==> src/rtl/cnn_run_controller_pkg.sv <==
// Shared definitions for the CNN run controller: FSM state encoding and display constants.
package cnn_run_controller_pkg;

  localparam int DIGIT_W = 4;
  localparam logic [DIGIT_W-1:0] DISP_ERR_CODE = 4'hE;

  typedef enum logic [2:0] {
    ST_IDLE = 3'd0,
    ST_ARM  = 3'd1,
    ST_RUN  = 3'd2,
    ST_DONE = 3'd3,
    ST_ERR  = 3'd4
  } run_state_e;

endpackage

==> src/rtl/cnn_run_controller_btn_debouncer.sv <==
// Start-button conditioning: 2-FF synchroniser, stable-sample debouncer and a
// one-cycle pulse on each accepted 0->1 transition of the debounced level.
module cnn_run_controller_btn_debouncer #(
  parameter int DEBOUNCE_CYCLES = 16
) (
  input  logic clk,
  input  logic reset_n,
  input  logic btn_i,
  output logic go_o
);

  localparam int CNT_W = $clog2(DEBOUNCE_CYCLES + 1);
  localparam logic [CNT_W-1:0] CNT_LAST = CNT_W'(DEBOUNCE_CYCLES - 1);

  logic [1:0]       sync_q;
  logic             level_q;
  logic [CNT_W-1:0] cnt_q;
  logic             go_q;
  logic             accept;

  // The count tracks consecutive samples that disagree with the accepted level.
  assign accept = (sync_q[1] != level_q) && (cnt_q == CNT_LAST);

  always_ff @(posedge clk or negedge reset_n) begin
    if (!reset_n) begin
      sync_q  <= '0;
      level_q <= 1'b0;
      cnt_q   <= '0;
      go_q    <= 1'b0;
    end else begin
      sync_q <= {sync_q[0], btn_i};
      go_q   <= accept && sync_q[1];
      if (sync_q[1] == level_q || accept) begin
        cnt_q <= '0;
      end else begin
        cnt_q <= cnt_q + CNT_W'(1);
      end
      if (accept) begin
        level_q <= sync_q[1];
      end
    end
  end

  assign go_o = go_q;

endmodule

==> src/rtl/cnn_run_controller.sv <==
// Run controller for the CNN core: button -> start pulse, done/timeout wait,
// latency measurement and digit/blank drive for the 7-seg stage.
//   state | meaning
//   IDLE  | after reset, display blanked, waiting for a press
//   ARM   | one-cycle cnn_start, latency counter cleared, display blanked
//   RUN   | counting cycles until cnn_done or timeout
//   DONE  | latched digit shown, result_valid held until next press
//   ERR   | error code shown, timeout_err held until next press
module cnn_run_controller
  import cnn_run_controller_pkg::*;
#(
  parameter int DEBOUNCE_CYCLES = 16,
  parameter int TIMEOUT_CYCLES  = 1_000_000,
  parameter int CYC_W           = 24
) (
  input  logic               clk,
  input  logic               reset_n,
  input  logic               btn_start,
  output logic               cnn_start,
  input  logic               cnn_done,
  input  logic [DIGIT_W-1:0] cnn_digit,
  output logic [DIGIT_W-1:0] disp_digit,
  output logic               disp_blank,
  output logic               busy,
  output logic               result_valid,
  output logic               timeout_err,
  output logic [CYC_W-1:0]   cycle_count
);

  localparam logic [CYC_W-1:0] TIMEOUT_C = CYC_W'(TIMEOUT_CYCLES);

  logic go;

  run_state_e         state_q, state_d;
  logic               cnn_start_q, cnn_start_d;
  logic [DIGIT_W-1:0] digit_q, digit_d;
  logic [DIGIT_W-1:0] disp_digit_q, disp_digit_d;
  logic               disp_blank_q, disp_blank_d;
  logic               busy_q, busy_d;
  logic               result_valid_q, result_valid_d;
  logic               timeout_err_q, timeout_err_d;
  logic [CYC_W-1:0]   cycle_count_q, cycle_count_d;

  cnn_run_controller_btn_debouncer #(
    .DEBOUNCE_CYCLES(DEBOUNCE_CYCLES)
  ) u_btn (
    .clk    (clk),
    .reset_n(reset_n),
    .btn_i  (btn_start),
    .go_o   (go)
  );

  always_comb begin
    state_d       = state_q;
    digit_d       = digit_q;
    disp_digit_d  = disp_digit_q;
    disp_blank_d  = disp_blank_q;
    cycle_count_d = cycle_count_q;

    case (state_q)
      ST_IDLE, ST_DONE, ST_ERR: if (go) state_d = ST_ARM;
      ST_ARM:                   state_d = ST_RUN;
      ST_RUN: begin
        if (cycle_count_q != '1) cycle_count_d = cycle_count_q + CYC_W'(1);
        // Done is checked first so a done on the timeout cycle still reports a result.
        if (cnn_done) begin
          state_d = ST_DONE;
          digit_d = cnn_digit;
        end else if (cycle_count_d == TIMEOUT_C) begin
          state_d = ST_ERR;
        end
      end
      default: state_d = ST_IDLE;
    endcase

    cnn_start_d    = (state_d == ST_ARM);
    busy_d         = state_d inside {ST_ARM, ST_RUN};
    result_valid_d = (state_d == ST_DONE);
    timeout_err_d  = (state_d == ST_ERR);

    case (state_d)
      ST_ARM: begin
        cycle_count_d = '0;
        disp_blank_d  = 1'b1;
      end
      ST_DONE: begin
        disp_digit_d = digit_d;
        disp_blank_d = 1'b0;
      end
      ST_ERR: begin
        disp_digit_d = DISP_ERR_CODE;
        disp_blank_d = 1'b0;
      end
      default: ;
    endcase
  end

  always_ff @(posedge clk or negedge reset_n) begin
    if (!reset_n) begin
      state_q        <= ST_IDLE;
      cnn_start_q    <= 1'b0;
      digit_q        <= '0;
      disp_digit_q   <= '0;
      disp_blank_q   <= 1'b1;
      busy_q         <= 1'b0;
      result_valid_q <= 1'b0;
      timeout_err_q  <= 1'b0;
      cycle_count_q  <= '0;
    end else begin
      state_q        <= state_d;
      cnn_start_q    <= cnn_start_d;
      digit_q        <= digit_d;
      disp_digit_q   <= disp_digit_d;
      disp_blank_q   <= disp_blank_d;
      busy_q         <= busy_d;
      result_valid_q <= result_valid_d;
      timeout_err_q  <= timeout_err_d;
      cycle_count_q  <= cycle_count_d;
    end
  end

  assign cnn_start    = cnn_start_q;
  assign disp_digit   = disp_digit_q;
  assign disp_blank   = disp_blank_q;
  assign busy         = busy_q;
  assign result_valid = result_valid_q;
  assign timeout_err  = timeout_err_q;
  assign cycle_count  = cycle_count_q;

endmodule
==> config.mk <==
export PLATFORM = sky130hd
export DESIGN_NAME = cnn_run_controller
export DESIGN_NICKNAME = d
export VERILOG_FILES = /design/src/rtl/cnn_run_controller_pkg.sv /design/src/rtl/cnn_run_controller_btn_debouncer.sv /design/src/rtl/cnn_run_controller.sv
export SDC_FILE = /design/constraint.sdc
export NUM_CORES = 1
export LEC_CHECK = 0
export CAP_MARGIN = 20
export CORE_ASPECT_RATIO = 1.25
export CORE_UTILIZATION = 50
export CTS_BUF_LIST = sky130_fd_sc_hd__clkbuf_4 sky130_fd_sc_hd__clkbuf_8 sky130_fd_sc_hd__clkbuf_16
export CTS_CLUSTER_SIZE = 10
export DETAILED_ROUTE_END_ITERATION = 10
export PLACE_DENSITY = 0.83
export SETUP_SLACK_MARGIN = 0.5
export SYNTH_ARGS = -nofsm -noshare
export SYNTH_HDL_FRONTEND = slang
export SYNTH_SLANG_ARGS = --single-unit
==> constraint.sdc <==
create_clock -name clk -period 2.74 [get_ports clk]
set_clock_uncertainty 0.2 [all_clocks]
set_input_delay 0.548 -clock clk [delete_from_list [all_inputs] [get_ports clk]]
set_output_delay 0.548 -clock clk [all_outputs]
set_load 0.02 [all_outputs]
==> impl_summary.md <==
STA
The worst slew margin relative to its limit is 63.5%. Derived from the worst setup path, the maximum achievable clock frequency is between 400 and 500 MHz. The number of hold violations in the final report is 0. The number of max-slew violations in the final report is 0. Setup repair after global routing could not meet its margin everywhere. The period utilization is 90.5%.

The number of setup violations in the final report is 0. The post-route minimum period is 2480 ps. In the final timing run, aggregate negative setup slack is 0 ps.

For the pin with the worst max-slew slack, the measured transition is 547 ps.

Layout
After filler insertion, the fill cell instance count of the layout stands at 359. The net count reported at finish is roughly 420. The sequential cells in the finished layout cover a total of ~1200 sq um. The area growth from synthesis to final layout is 41.3%. The number of antenna diodes in the final layout is 0. The multi-input combinational cells in the finished layout cover a total of around 1800 sq um. The post-route netlist has 32.4% of its cells at a drive strength greater than 1.

Critical path
STA puts the critical path data required time at 2740 ps. The endpoint class of the critical path is a flop. The worst setup path is launched from a flop.

The startpoint of the worst register-to-register path is cycle_count[11]. Along the worst path, the maximum fanout reaches 6. For the worst flop-to-flop path, the logic depth is 9.

The worst register-to-register path ends at disp_digit[1]. The worst reg-to-reg setup slack is 260 ps. The type of the worst setup path is reg -> reg. The arrival time reported for the critical path endpoint is 2480 ps.

Synth
The Yosys step of the flow raised 0 warnings. In the synthesized netlist, the cells that appear most often are sky130_fd_sc_hd__dfrtp_1, sky130_fd_sc_hd__nor2_1, sky130_fd_sc_hd__nand2_1, sky130_fd_sc_hd__a21oi_1, sky130_fd_sc_hd__nand3_1. Of the synthesized area, sequential elements account for 41.3%. The number of different library cells used by synthesis comes to 62.

The dominant synthesized flop cell is sky130_fd_sc_hd__dfrtp_1. The proportion of synthesized flip-flops having asynchronous set or reset is 100%. When the netlist entered floorplanning its net count stood at 333. The top cell type by total area after synthesis is sky130_fd_sc_hd__dfrtp_1. Counting every instance in the synthesized netlist gives 322.

Counting flops with a built-in enable in the synthesized netlist gives 0. By area the synthesized netlist is led by sky130_fd_sc_hd__dfrtp_1, sky130_fd_sc_hd__nor2_1, sky130_fd_sc_hd__nand2_1. sky130_fd_sc_hd__dfrtp_1 is the most common cell in the netlist.

The average instance in the mapped netlist occupies 9.23 sq um. Of the post-synthesis cell area, the dominant cell type holds 40.4%. The synthesized flop and latch total is approximately 50. The area of the mapped netlist is around 3000 sq um.

CTS
Clock-pin slew was measured on the worst setup and hold paths at 100 ps. The CTS buffer count is 5. CTS placed an instance of sky130_fd_sc_hd__clkbuf_8 at the clock tree root.

TritonCTS built the clock tree. For the worst-skew pair, the clock arrives at the later sink with an insertion delay of 310 ps. The H-tree was split into 2 levels.

The maximum count of clock buffers along a single path is 2. CTS saw 49 sinks.

Floorplan
41 I/O pins were placed. The floorplan step defined a core boundary enclosing 5780 sq um. For this configuration, the core starts out at a cell density of approximately half.

The area enclosed by the die boundary is 6260 sq um. From left edge to right edge, the die measures 71.0 um. The floorplan step set the die height to roughly 90 um. The number of standard-cell rows in the floorplan is 31.

Power and ir drop
The share of total power dissipated in combinational logic is 46.0%. Per report_power, the sequential group accounts for 34.5% of the total. IR analysis of the VDD net gives a maximum drop of between 400 and 500 uV. The proportion of total power due to net switching is about two fifths. The analysis attributes to net switching a power of 1.07 mW. The internal portion of the total power is between 1.5 and 2 mW. The clock network accounts for just under 20% of the total power. The power density over cell area is 670 nW/um^2.

The power after layout is approximately 2.8 mW. Summed over all cells, the static leakage comes to 1.95 nW.

Global route
The total global-route track usage is 28.6%. The number of global-route vias before repair was 2895. After global routing the overflow that remains totals 0. The first global-routing pass estimated 13.9 mm of wire.

The pin count of the biggest net entering global routing is 29. The number of antenna violations at the first check in global routing is 0.

Run status
The flow ran to the end, but the final reports show violations. The final reports fail on DRC.

Route
The routed layout has 3165 vias. The detailed-route wire length is about 9.6 mm. The violation count after the first detailed-routing iteration is 525.

In this run the remaining antenna-violating nets after routing total 0. The mean number of vias per cell is 6.59. The pre-antenna-repair detailed-routing pass consisted of 9 iterations.

The number of design rule violations left after detail routing is 5. After detailed routing, the average wire length per cell comes to ~20 um.

Worst hold path
The tightest min-delay check is of the in -> async type.

Run
The max-capacitance violation count is 0.

Placed design
The global placement routability congestion is 0.915. The count of port buffers added during placement is 40. The HPWL reported at the end of detailed placement is approximately 5.6 mm.
[kinds of logic (layout without fill, tap and decap cells)]
| logic type | Yosys count | in the layout | synth area share (%) |
|---|---|---|---|
| compound gates | 78 | 78 | 19.3 |
| xor+xnor | 11 | 11 | 3.24 |
| fa+ha+maj | 3 | 3 | 1.26 |
| buf+inv | 29 | 121 | 5.22 |
| flops | 49 | 49 | 41.3 |
| mux | 7 | 7 | 2.53 |
| simple gates | 145 | 145 | 27.1 |
[layout by cell type (no fill, tap or decap), types with 7 or more instances in the layout]
cell type / n
sky130_fd_sc_hd__dfrtp_1: 34
sky130_fd_sc_hd__nand2_1: 24
sky130_fd_sc_hd__buf_4: 59
sky130_fd_sc_hd__dfrtp_2: 14
sky130_fd_sc_hd__a311oi_1: 8
sky130_fd_sc_hd__nand3_1: 16
sky130_fd_sc_hd__a21oi_1: 16
sky130_fd_sc_hd__o21ai_0: 11
sky130_fd_sc_hd__clkdlybuf4s50_1: 25
sky130_fd_sc_hd__nand4_1: 10
sky130_fd_sc_hd__nor2_1: 37
sky130_fd_sc_hd__nor3_1: 9
sky130_fd_sc_hd__dlymetal6s2s_1: 13
sky130_fd_sc_hd__inv_1: 7
[how the worst max path moves through the flow]
stage | from | endpoint | slack (ps) | depth (start not counted)
after floorplan | cycle_count[4] | disp_digit[1] | 430 | 8
after global placement | cycle_count[2] | state_q[1] | 240 | 7
after global routing | cycle_count[14] | cycle_count[15] | 210 | 8
after detailed placement | cycle_count[2] | disp_digit[1] | 200 | 7
after CTS | cycle_count[0] | disp_digit[1] | 300 | 9
final | cycle_count[11] | disp_digit[1] | 260 | 9
[layer usage]
layer  global-route usage [%]  routed length [um]
met2                     47.3                4490
met5                        0                   0
met3                     4.78                 844
met4                     14.9                 526
met1                     36.5                3700
[final cells by class]
cell class	count	area share (%)
Timing Repair Buffer	106	23.0
Tap cell	66	1.97
Clock buffer	5	1.64
Sequential cell	49	29.6
Multi-Input combinational cell	244	42.0
Clock inverter	3	1.13
Inverter	7	0.625
[per-stage QoR]
step | cell area, sq um | utilization, % | hold slack (ps) | std cells | setup slack (ps)
after floorplan | 3080 | - | 52.4 | 322 | 431
after global placement | 3580 | 62.0 | 134 | 427 | 238
after detailed placement | 3580 | 62.0 | 138 | 427 | 197
after CTS | 3970 | 68.7 | 14.9 | 464 | 303
after global routing | 4200 | 72.7 | 47.0 | 480 | 206
final | 4200 | 72.7 | 9.12 | 480 | 261
[power by group through the flow]
stage / Clock (mW) / Combinational [mW] / Sequential [mW]
CTS: 0.556 / 1.13 / 0.975
global placement: 0 / 0.902 / 1.01
global route: 0.585 / 1.35 / 0.984
detailed placement: 0 / 0.936 / 1.02
floorplan: 0 / 0.588 / 1.05
finish: 0.549 / 1.30 / 0.970
[worst max-delay path: stages, from the launching register on]
cell	delay, ps
sky130_fd_sc_hd__dfrtp_2	460
sky130_fd_sc_hd__buf_4	150
sky130_fd_sc_hd__nand4_4	170
sky130_fd_sc_hd__nor3_2	320
sky130_fd_sc_hd__buf_4	220
sky130_fd_sc_hd__xnor2_1	160
sky130_fd_sc_hd__o22ai_1	160
sky130_fd_sc_hd__nand3_1	160
sky130_fd_sc_hd__o32ai_4	120
sky130_fd_sc_hd__a211o_1	240
[registers in the layout (all words and copies together) (netlist names)]
register,cells
cycle_count,24
disp_blank,1
disp_digit,4
u_btn.cnt_q,5
state_q,3
result_valid,1
busy,1
cnn_start,1
u_btn.sync_q,2
u_btn.go_o,1
timeout_err,1
digit_q,4
u_btn.level_q,1
[timing repair]
action,in CTS,in global routing
hold buffers,0,0
gates cloned,0,0
buffers inserted,29,16
pin swaps,16,15
gates resized for setup,17,27
setup endpoints to repair,30,32
No activity file was read; power rests on OpenSTA's default activity.
